$ cat src/rtl/mem_arbiter.sv
// Round-robin arbiter sharing one main-memory port between the I-cache and D-cache.
// Optional performance counters are enabled by defining MEM_ARB_PERF_EN.
module mem_arbiter #(
  parameter int ADDR_W = 32,
  parameter int LINE_W = 128,
  parameter int WORD_W = 32
) (
  input  logic              clk,
  input  logic              rst,
  // I-cache side
  input  logic              i_req,
  input  logic [ADDR_W-1:0] i_addr,
  output logic              i_done,
  output logic [LINE_W-1:0] i_rdata,
  // D-cache side
  input  logic              d_req,
  input  logic              d_we,
  input  logic [ADDR_W-1:0] d_addr,
  input  logic [WORD_W-1:0] d_wdata,
  output logic              d_done,
  output logic [LINE_W-1:0] d_rdata,
  // Main memory side
  output logic              mem_req,
  output logic              mem_we,
  output logic [ADDR_W-1:0] mem_addr,
  output logic [WORD_W-1:0] mem_wdata,
  input  logic              mem_ready,
  input  logic [LINE_W-1:0] mem_rdata
`ifdef MEM_ARB_PERF_EN
  ,
  output logic [15:0]       i_grant_cnt,
  output logic [15:0]       d_grant_cnt,
  output logic [15:0]       conflict_cnt
`endif
);

  localparam logic [2:0] S_IDLE   = 3'd0;
  localparam logic [2:0] S_BUSY_I = 3'd1;
  localparam logic [2:0] S_BUSY_D = 3'd2;
  localparam logic [2:0] S_DONE_I = 3'd3;
  localparam logic [2:0] S_DONE_D = 3'd4;

  localparam logic GRANT_I = 1'b0;
  localparam logic GRANT_D = 1'b1;

  logic [2:0]        state_q,      state_d;
  logic              last_grant_q, last_grant_d;
  logic              mem_req_q,    mem_req_d;
  logic              mem_we_q,     mem_we_d;
  logic [ADDR_W-1:0] mem_addr_q,   mem_addr_d;
  logic [WORD_W-1:0] mem_wdata_q,  mem_wdata_d;
  logic              i_done_q,     i_done_d;
  logic              d_done_q,     d_done_d;
  logic [LINE_W-1:0] i_rdata_q,    i_rdata_d;
  logic [LINE_W-1:0] d_rdata_q,    d_rdata_d;

  logic              grant_i;
  logic              grant_d;

  // On a conflict the side that was not served last wins.
  always_comb begin
    grant_i = 1'b0;
    grant_d = 1'b0;
    if (state_q == S_IDLE) begin
      grant_i = i_req && (!d_req || (last_grant_q == GRANT_D));
      grant_d = d_req && (!i_req || (last_grant_q == GRANT_I));
    end
  end

  // NOTE: every variable gets a default before the case so no path leaves one
  // unassigned, which would otherwise infer a latch.
  always_comb begin
    state_d      = state_q;
    last_grant_d = last_grant_q;
    mem_req_d    = mem_req_q;
    mem_we_d     = mem_we_q;
    mem_addr_d   = mem_addr_q;
    mem_wdata_d  = mem_wdata_q;
    i_done_d     = 1'b0;
    d_done_d     = 1'b0;
    i_rdata_d    = i_rdata_q;
    d_rdata_d    = d_rdata_q;

    case (state_q)
      S_IDLE: begin
        if (grant_i) begin
          state_d      = S_BUSY_I;
          last_grant_d = GRANT_I;
          mem_req_d    = 1'b1;
          mem_we_d     = 1'b0;
          mem_addr_d   = i_addr;
        end else if (grant_d) begin
          state_d      = S_BUSY_D;
          last_grant_d = GRANT_D;
          mem_req_d    = 1'b1;
          mem_we_d     = d_we;
          mem_addr_d   = d_addr;
          mem_wdata_d  = d_wdata;
        end
      end

      S_BUSY_I: begin
        if (mem_ready) begin
          state_d   = S_DONE_I;
          mem_req_d = 1'b0;
          i_rdata_d = mem_rdata;
          i_done_d  = 1'b1;
        end
      end

      S_BUSY_D: begin
        if (mem_ready) begin
          state_d   = S_DONE_D;
          mem_req_d = 1'b0;
          d_rdata_d = mem_rdata;
          d_done_d  = 1'b1;
        end
      end

      // The done cycle gives the requester time to drop req before re-arbitration.
      S_DONE_I,
      S_DONE_D: begin
        state_d = S_IDLE;
      end

      default: begin
        state_d   = S_IDLE;
        mem_req_d = 1'b0;
      end
    endcase
  end

  // NOTE: sequential state uses non-blocking assignments so every flop samples
  // the pre-edge value of its inputs regardless of statement order.
  always_ff @(posedge clk or posedge rst) begin
    if (rst) begin
      state_q      <= S_IDLE;
      last_grant_q <= GRANT_D;
      mem_req_q    <= 1'b0;
      mem_we_q     <= 1'b0;
      mem_addr_q   <= '0;
      mem_wdata_q  <= '0;
      i_done_q     <= 1'b0;
      d_done_q     <= 1'b0;
      i_rdata_q    <= '0;
      d_rdata_q    <= '0;
    end else begin
      state_q      <= state_d;
      last_grant_q <= last_grant_d;
      mem_req_q    <= mem_req_d;
      mem_we_q     <= mem_we_d;
      mem_addr_q   <= mem_addr_d;
      mem_wdata_q  <= mem_wdata_d;
      i_done_q     <= i_done_d;
      d_done_q     <= d_done_d;
      i_rdata_q    <= i_rdata_d;
      d_rdata_q    <= d_rdata_d;
    end
  end

  assign mem_req   = mem_req_q;
  assign mem_we    = mem_we_q;
  assign mem_addr  = mem_addr_q;
  assign mem_wdata = mem_wdata_q;
  assign i_done    = i_done_q;
  assign d_done    = d_done_q;
  assign i_rdata   = i_rdata_q;
  assign d_rdata   = d_rdata_q;

`ifdef MEM_ARB_PERF_EN
  logic [15:0] i_grant_cnt_q,  i_grant_cnt_d;
  logic [15:0] d_grant_cnt_q,  d_grant_cnt_d;
  logic [15:0] conflict_cnt_q, conflict_cnt_d;

  // Saturating event counters; they stop at all-ones rather than wrapping.
  always_comb begin
    i_grant_cnt_d  = i_grant_cnt_q;
    d_grant_cnt_d  = d_grant_cnt_q;
    conflict_cnt_d = conflict_cnt_q;
    if (grant_i && (i_grant_cnt_q != 16'hFFFF)) begin
      i_grant_cnt_d = i_grant_cnt_q + 16'd1;
    end
    if (grant_d && (d_grant_cnt_q != 16'hFFFF)) begin
      d_grant_cnt_d = d_grant_cnt_q + 16'd1;
    end
    if ((state_q == S_IDLE) && i_req && d_req && (conflict_cnt_q != 16'hFFFF)) begin
      conflict_cnt_d = conflict_cnt_q + 16'd1;
    end
  end

  always_ff @(posedge clk or posedge rst) begin
    if (rst) begin
      i_grant_cnt_q  <= '0;
      d_grant_cnt_q  <= '0;
      conflict_cnt_q <= '0;
    end else begin
      i_grant_cnt_q  <= i_grant_cnt_d;
      d_grant_cnt_q  <= d_grant_cnt_d;
      conflict_cnt_q <= conflict_cnt_d;
    end
  end

  assign i_grant_cnt  = i_grant_cnt_q;
  assign d_grant_cnt  = d_grant_cnt_q;
  assign conflict_cnt = conflict_cnt_q;
`endif

endmodule

$ cat config.mk
export PLATFORM = sky130hd
export DESIGN_NAME = mem_arbiter
export DESIGN_NICKNAME = d
export VERILOG_FILES = /design/src/rtl/mem_arbiter.sv
export SDC_FILE = /design/constraint.sdc
export NUM_CORES = 1
export LEC_CHECK = 0
export BUFFER_PORTS_ARGS = -buffer_cell sky130_fd_sc_hd__buf_2
export CORE_AREA = 5 5 210 212
export CTS_CLUSTER_SIZE = 10
export DETAILED_ROUTE_END_ITERATION = 16
export DIE_AREA = 0 0 215 217
export GPL_ROUTABILITY_DRIVEN = 1
export GPL_TIMING_DRIVEN = 1
export PLACE_DENSITY_LB_ADDON = 0.08
export SLEW_MARGIN = 10
export SYNTH_ARGS = -nofsm -noshare
export SYNTH_HDL_FRONTEND = slang
export SYNTH_SLANG_ARGS = --single-unit
$ cat constraint.sdc
create_clock -name clk -period 13.5 [get_ports clk]
set_clock_uncertainty 0.15 [all_clocks]
set_input_delay 1.35 -clock clk [delete_from_list [all_inputs] [get_ports clk]]
set_output_delay 1.35 -clock clk [all_outputs]
set_load 0.01 [all_outputs]
======== After elaboration in Yosys (flattened, before gate mapping) ========
Cells that the tools add are included.
storage, ports and cells
  register bits ........................... 328
  input port bits ......................... 230
  output and inout bits ................... 324
  logic and storage cells ................. 56
cells by class
  equal/unequal tests ..................... 8
  mux-type cells .......................... 19
  bitwise operators ....................... 3
  reduce and logical (&&, ||, !) cells .... 16
operator list
  operator                                               number
  2-to-1 mux 32 bit                                      2
  2-to-1 mux 3 bit                                       4
  2-to-1 mux 1 bit                                       11
  one-hot mux 3 bit (3 select lines)                     1
  AND reduction 3 bit                                    3
  == test 3 x 2 -> 1 bit, second input constant          2
  AND reduction 2 bit                                    3
  inequality test 2 bit, second input constant           2
  OR reduction 2 bit                                     2
  == test 3 x 1 -> 1 bit, second input constant          1
  == test 3 bit, second input constant                   1
  zero test 3 bit                                        1
  inequality test 3 bit, second input constant           1
  NOT 1 bit                                              3
  one-hot mux 1 bit (3 select lines)                     1
  logical AND 1 bit                                      2
  zero test 1 bit                                        2
  logical OR 1 bit                                       2
  inequality test 2 x 1 -> 1 bit, second input constant  1
  nonzero test 2 bit                                     1

======== Longest topological paths before layout ========
  word-level depth ........................ 7
  mapped depth ............................ 6
  gate-level depth less buffers ........... 3

======== Worst setup path after synthesis ========
OpenSTA, ideal clock, no wires.
  kind .................................... input port to flip-flop
  start ................................... in mem_ready
  end ..................................... reg i_rdata_q[100] (netlist: i_rdata[100])
  library setup time ...................... 0.125 ns
  arrival time ............................ 2.251 ns
  data required time ...................... 13.225 ns
  slack ................................... 10.974 ns
  stages .................................. 5
  buffers on the path ..................... 2
  cell sequence ........................... nand2_1 -> nor3_2 -> buf_2 -> buf_4 -> mux2_2
on the way
  word-level cells in the longest chain between the ends .. 1
RTL lines
  what                                  line  source
  start, declared                       27    input logic mem_ready,
  AND reduction 2 bit (no source line)  -
  end signal, assigned                  156   i_rdata_q <= i_rdata_d;
  end, declared                         54    logic [LINE_W-1:0] i_rdata_q, i_rdata_d;
No other way between the ends.
A chain may end at the register's enable or synchronous reset.

======== Final worst setup path ========
  start ................................... in mem_ready
  end ..................................... reg i_rdata_q[101] (netlist: i_rdata[101])
Same word-level chain as after synthesis.

==> run summary <==
• finished clean — status
• 1.04 ns — transition time at the pin with the least slew margin
• 553 — IO Port Bufs
• d_rdata[119]$_DFFE_PP0P_ — Hold Crit Endpoint
• 0 — total congestion overflow after global routing
• 0 — Detail Route Antenna Nets
• 0.0130 mm2 — Post-Syn Area
• 9.36 ns — pre-CTS worst setup slack
• 0.650 — fraction of final layout cells with drive strength greater than 1
• 0.54 ns — worst-skew pair later-pin latency
• 0 — Hold Fails Final Rpt
• 811 — post-synthesis cell count
• 1602 — final-stage net count
• 0.309 — worst slew slack as a fraction of its limit
• 0.255 — post-route fraction of the period consumed by the critical path
• state_q[0]$_DFFE_PP0P_ — FF-to-FF Start
• 1041 — total nets after synthesis
• 0.778 — gp weighted congestion
• 3000 uW — cell internal power dissipation
• 0 — MaxCap Viol Count
• 0.312 — initial core utilization
• 0.628 — top-area cell type share of the netlist area
• 0.00877 uW — leakage power figure
• 10.06 ns — Final WS setup
• 4.52 — DR vias/cell
• dfrtp_1 (63%), mux2_2 (16%), mux2_4 (12%) — cell types occupying the most area after synthesis
• primary input — kind of start point of the critical path
• 0.416 — Core Util, Final
• 1.00 — async set-or-reset flop fraction in the synthesized netlist
• 30.1 mm — sum of net half-perimeters after detailed placement
• primary input to register — classification of the worst setup path
• 328 — number of sinks driven by the clock tree
• 0 — Max Slew Vio Count
• 0.0418 mm2 — Core Area
• 0 — post-CTS setup repair buffer count
• 0.404 — combinational power share
• 2 — deepest level of the CTS H-tree
• 0.05 ns — clock transition at the registers of the reported paths
• 33.3% — Area Overhead vs Synth
• buf_4 — CP most frequent cell
• done — CTS tree
• 45 — Max FO, Critical Path
• 0.342 — switching portion of total power
• 0.170 — Overall Global Routing Usage
• register to register — Tightest Hold Check Type
• 262 mW/mm2 — power density over the cells
• 0.0467 mm2 — die area
• 75 — row cnt
• 3 — maximum root-to-sink buffer count
• i_rdata[101]$_DFFE_PP0P_ — Reg2Reg Capture Point
• 1933 — Cell Count, Final, Fillers Out
• 9629 — vias in the first global route
• 8 — iteration count of the initial detailed-routing pass
• register — critical path capture point type
• d_rdata[119]$_DFFE_PP0P_ — startpoint of the lowest-slack hold path
• 0 ns — setup TNS
• 10.42 ns — slack of the worst reg-to-reg path
• 1869 — Placed Cells
• 4550 uW — total power
• 0.212 — Clk network pwr share
• 118 — pin count of the biggest net entering global routing
• 21.4 um — average routed wire per standard cell
• 8732 — DR vias
• buf_4 — standard cell with the maximum stage delay on the critical path
• 0 — number of DRC violations after detailed routing
• 3.44 ns — Final min period
• 40 — Inserted Clock Buffers
• 0 — Finish-stage setup viols
• 1550 uW — power spent charging and discharging nets
• clkbuf_16 — clock root buffer master
• 0 — count of warnings emitted by yosys
• 0.385 — portion of total power attributed to sequential cells
• 10 — number of antenna violations at the first check in global routing
• 16.1 um2 — syn avg cell area
• 5 — Worst Reg-to-Reg Cells
• dfrtp_1 — top_reg_cell synth
• false — RSZ-0062 raised after global routing
• 458 — initial drt markers
• 0 — number of instances resized during post-cts repair
• 0 — number of synthesized flops with an enable pin
• 554 — number of ports placed on the die boundary
• 61.2 mm — global-route wire length before repair
• 41.3 mm — aggregate routed wire length
• 328 — count of state elements after synthesis
• 0.290 GHz — Achievable Freq
• 0.64 ns — largest stage delay on the critical path
• 0 — CTS Hold Bufs
• 0.103 mV — Peak supply drop
• 3.71 ns — WP data arrival
• 217 um — die height
• 215 um — Die Width
• 0.630 — Seq/Total Area, Yosys
• 13.76 ns — data required time of the critical path
• 1 — WHS Path Cells
• 29 — post-synth cell types
• dfrtp_1 — cell type contributing the most total cell area after synthesis
• buf_2 -> nand2_1 -> nor3_4 -> buf_4 -> buf_4 -> mux2_2 — cells along the critical path
power by group through the flow:
stage                     combinational, uW  sequential, uW  clock (uW)
final                                  1840            1750         963
after global routing                   1970            1820        1040
after floorplan                         844            1980           0
after global placement                 1860            1760           0
after CTS                              1880            1760         997
after detailed placement               1880            1760           0
Yosys cell counts, types with 2 or more instances:
library cell  instances
a21boi_0              2
a21oi_1               2
a222oi_1             32
and3_1                2
buf_2                11
buf_4                13
buf_6                16
clkbuf_1              3
dfrtp_1             327
inv_1                97
mux2_1                2
mux2_2              187
mux2_4              100
nand2_1               2
metal layers:
metal  global-route usage  routed length [um]
met1                0.188               15500
met2                0.295               20600
met3               0.0716                4020
met4               0.0625                1160
met5                    0                  39
critical path, delay by kind of cell:
kind | cells | cell delay (ns)
buffers and inverters | 3 | 1.36
multiplexers | 1 | 0.41
AND/OR/NAND/NOR | 2 | 0.47
cell families after synthesis:
kind of cell | count (synthesis) | share of synthesized area
buffers and inverters | 141 | 0.0547
DFF | 328 | 0.630
AOI/OAI and AO/OA | 42 | 0.0299
and+or+nand+nor | 11 | 0.00663
muxes | 289 | 0.279
sequential cells by signal (all words and copies together), names as in the netlist:
name and flops:
d_done 1, d_rdata 128, i_done 1, i_rdata 128
last_grant_q 1, mem_addr 32, mem_req 1, mem_wdata 32
mem_we 1, state_q 3
through the flow:
stage,instance area [um2],hold slack [ns]
2_1_floorplan,13000,0.358
3_3_place_gp,16200,0.317
3_5_place_dp,16200,0.319
4_1_cts,17400,0.331
5_1_grt,17400,0.340
6_report,17400,0.327
cells in the final DEF, fill, tap and decap left out:
cell / synthesis / final
o22ai_1: 1 / 1
inv_6: 0 / 2
a21boi_0: 2 / 2
clkbuf_16: 0 / 41
clkbuf_8: 0 / 2
dfrtp_1: 327 / 327
o21ai_2: 0 / 1
a211oi_1: 1 / 1
mux2_1: 2 / 2
nand2_1: 2 / 2
dfstp_2: 1 / 1
a21bo_2: 1 / 1
inv_1: 97 / 96
and4bb_4: 0 / 1
nor4bb_1: 1 / 1
a31oi_1: 1 / 1
buf_4: 13 / 9
a21oi_1: 2 / 2
nand2b_1: 1 / 1
o31a_1: 1 / 1
nor2b_1: 1 / 1
buf_12: 0 / 1
mux2_4: 100 / 100
nor3_4: 1 / 2
diode_2: 0 / 3
mux2_2: 187 / 187
buf_2: 11 / 553
nor3_1: 1 / 1
clkinv_2: 0 / 1
and3_1: 2 / 1
inv_8: 0 / 1
and3_2: 0 / 1
a222oi_1: 32 / 32
clkbuf_1: 3 / 15
cell type report:
| type | count | area, um2 |
|---|---|---|
| diodes | 3 | 7.51 |
| clock buffers | 58 | 1110 |
| clock inverters | 3 | 22.5 |
| fillers | 4026 | 24400 |
| inverters | 97 | 372 |
| multi-input cells | 342 | 4120 |
| flip-flops and latches | 328 | 8210 |
| well taps | 539 | 674 |
| repair buffers | 563 | 2860 |
worst max path at each step:
stage                               endpoint  depth (start not counted)      start
floorplan                   d_done$_DFF_PP0_                          1        rst
global placement    mem_addr[10]$_DFFE_PP0P_                          4        rst
detailed placement  mem_addr[13]$_DFFE_PP0P_                          4        rst
CTS                 mem_addr[20]$_DFFE_PP0P_                          4        rst
global route        mem_addr[10]$_DFFE_PP0P_                          4        rst
finish              i_rdata[101]$_DFFE_PP0P_                          6  mem_ready
(Power assumes the default switching activity.)
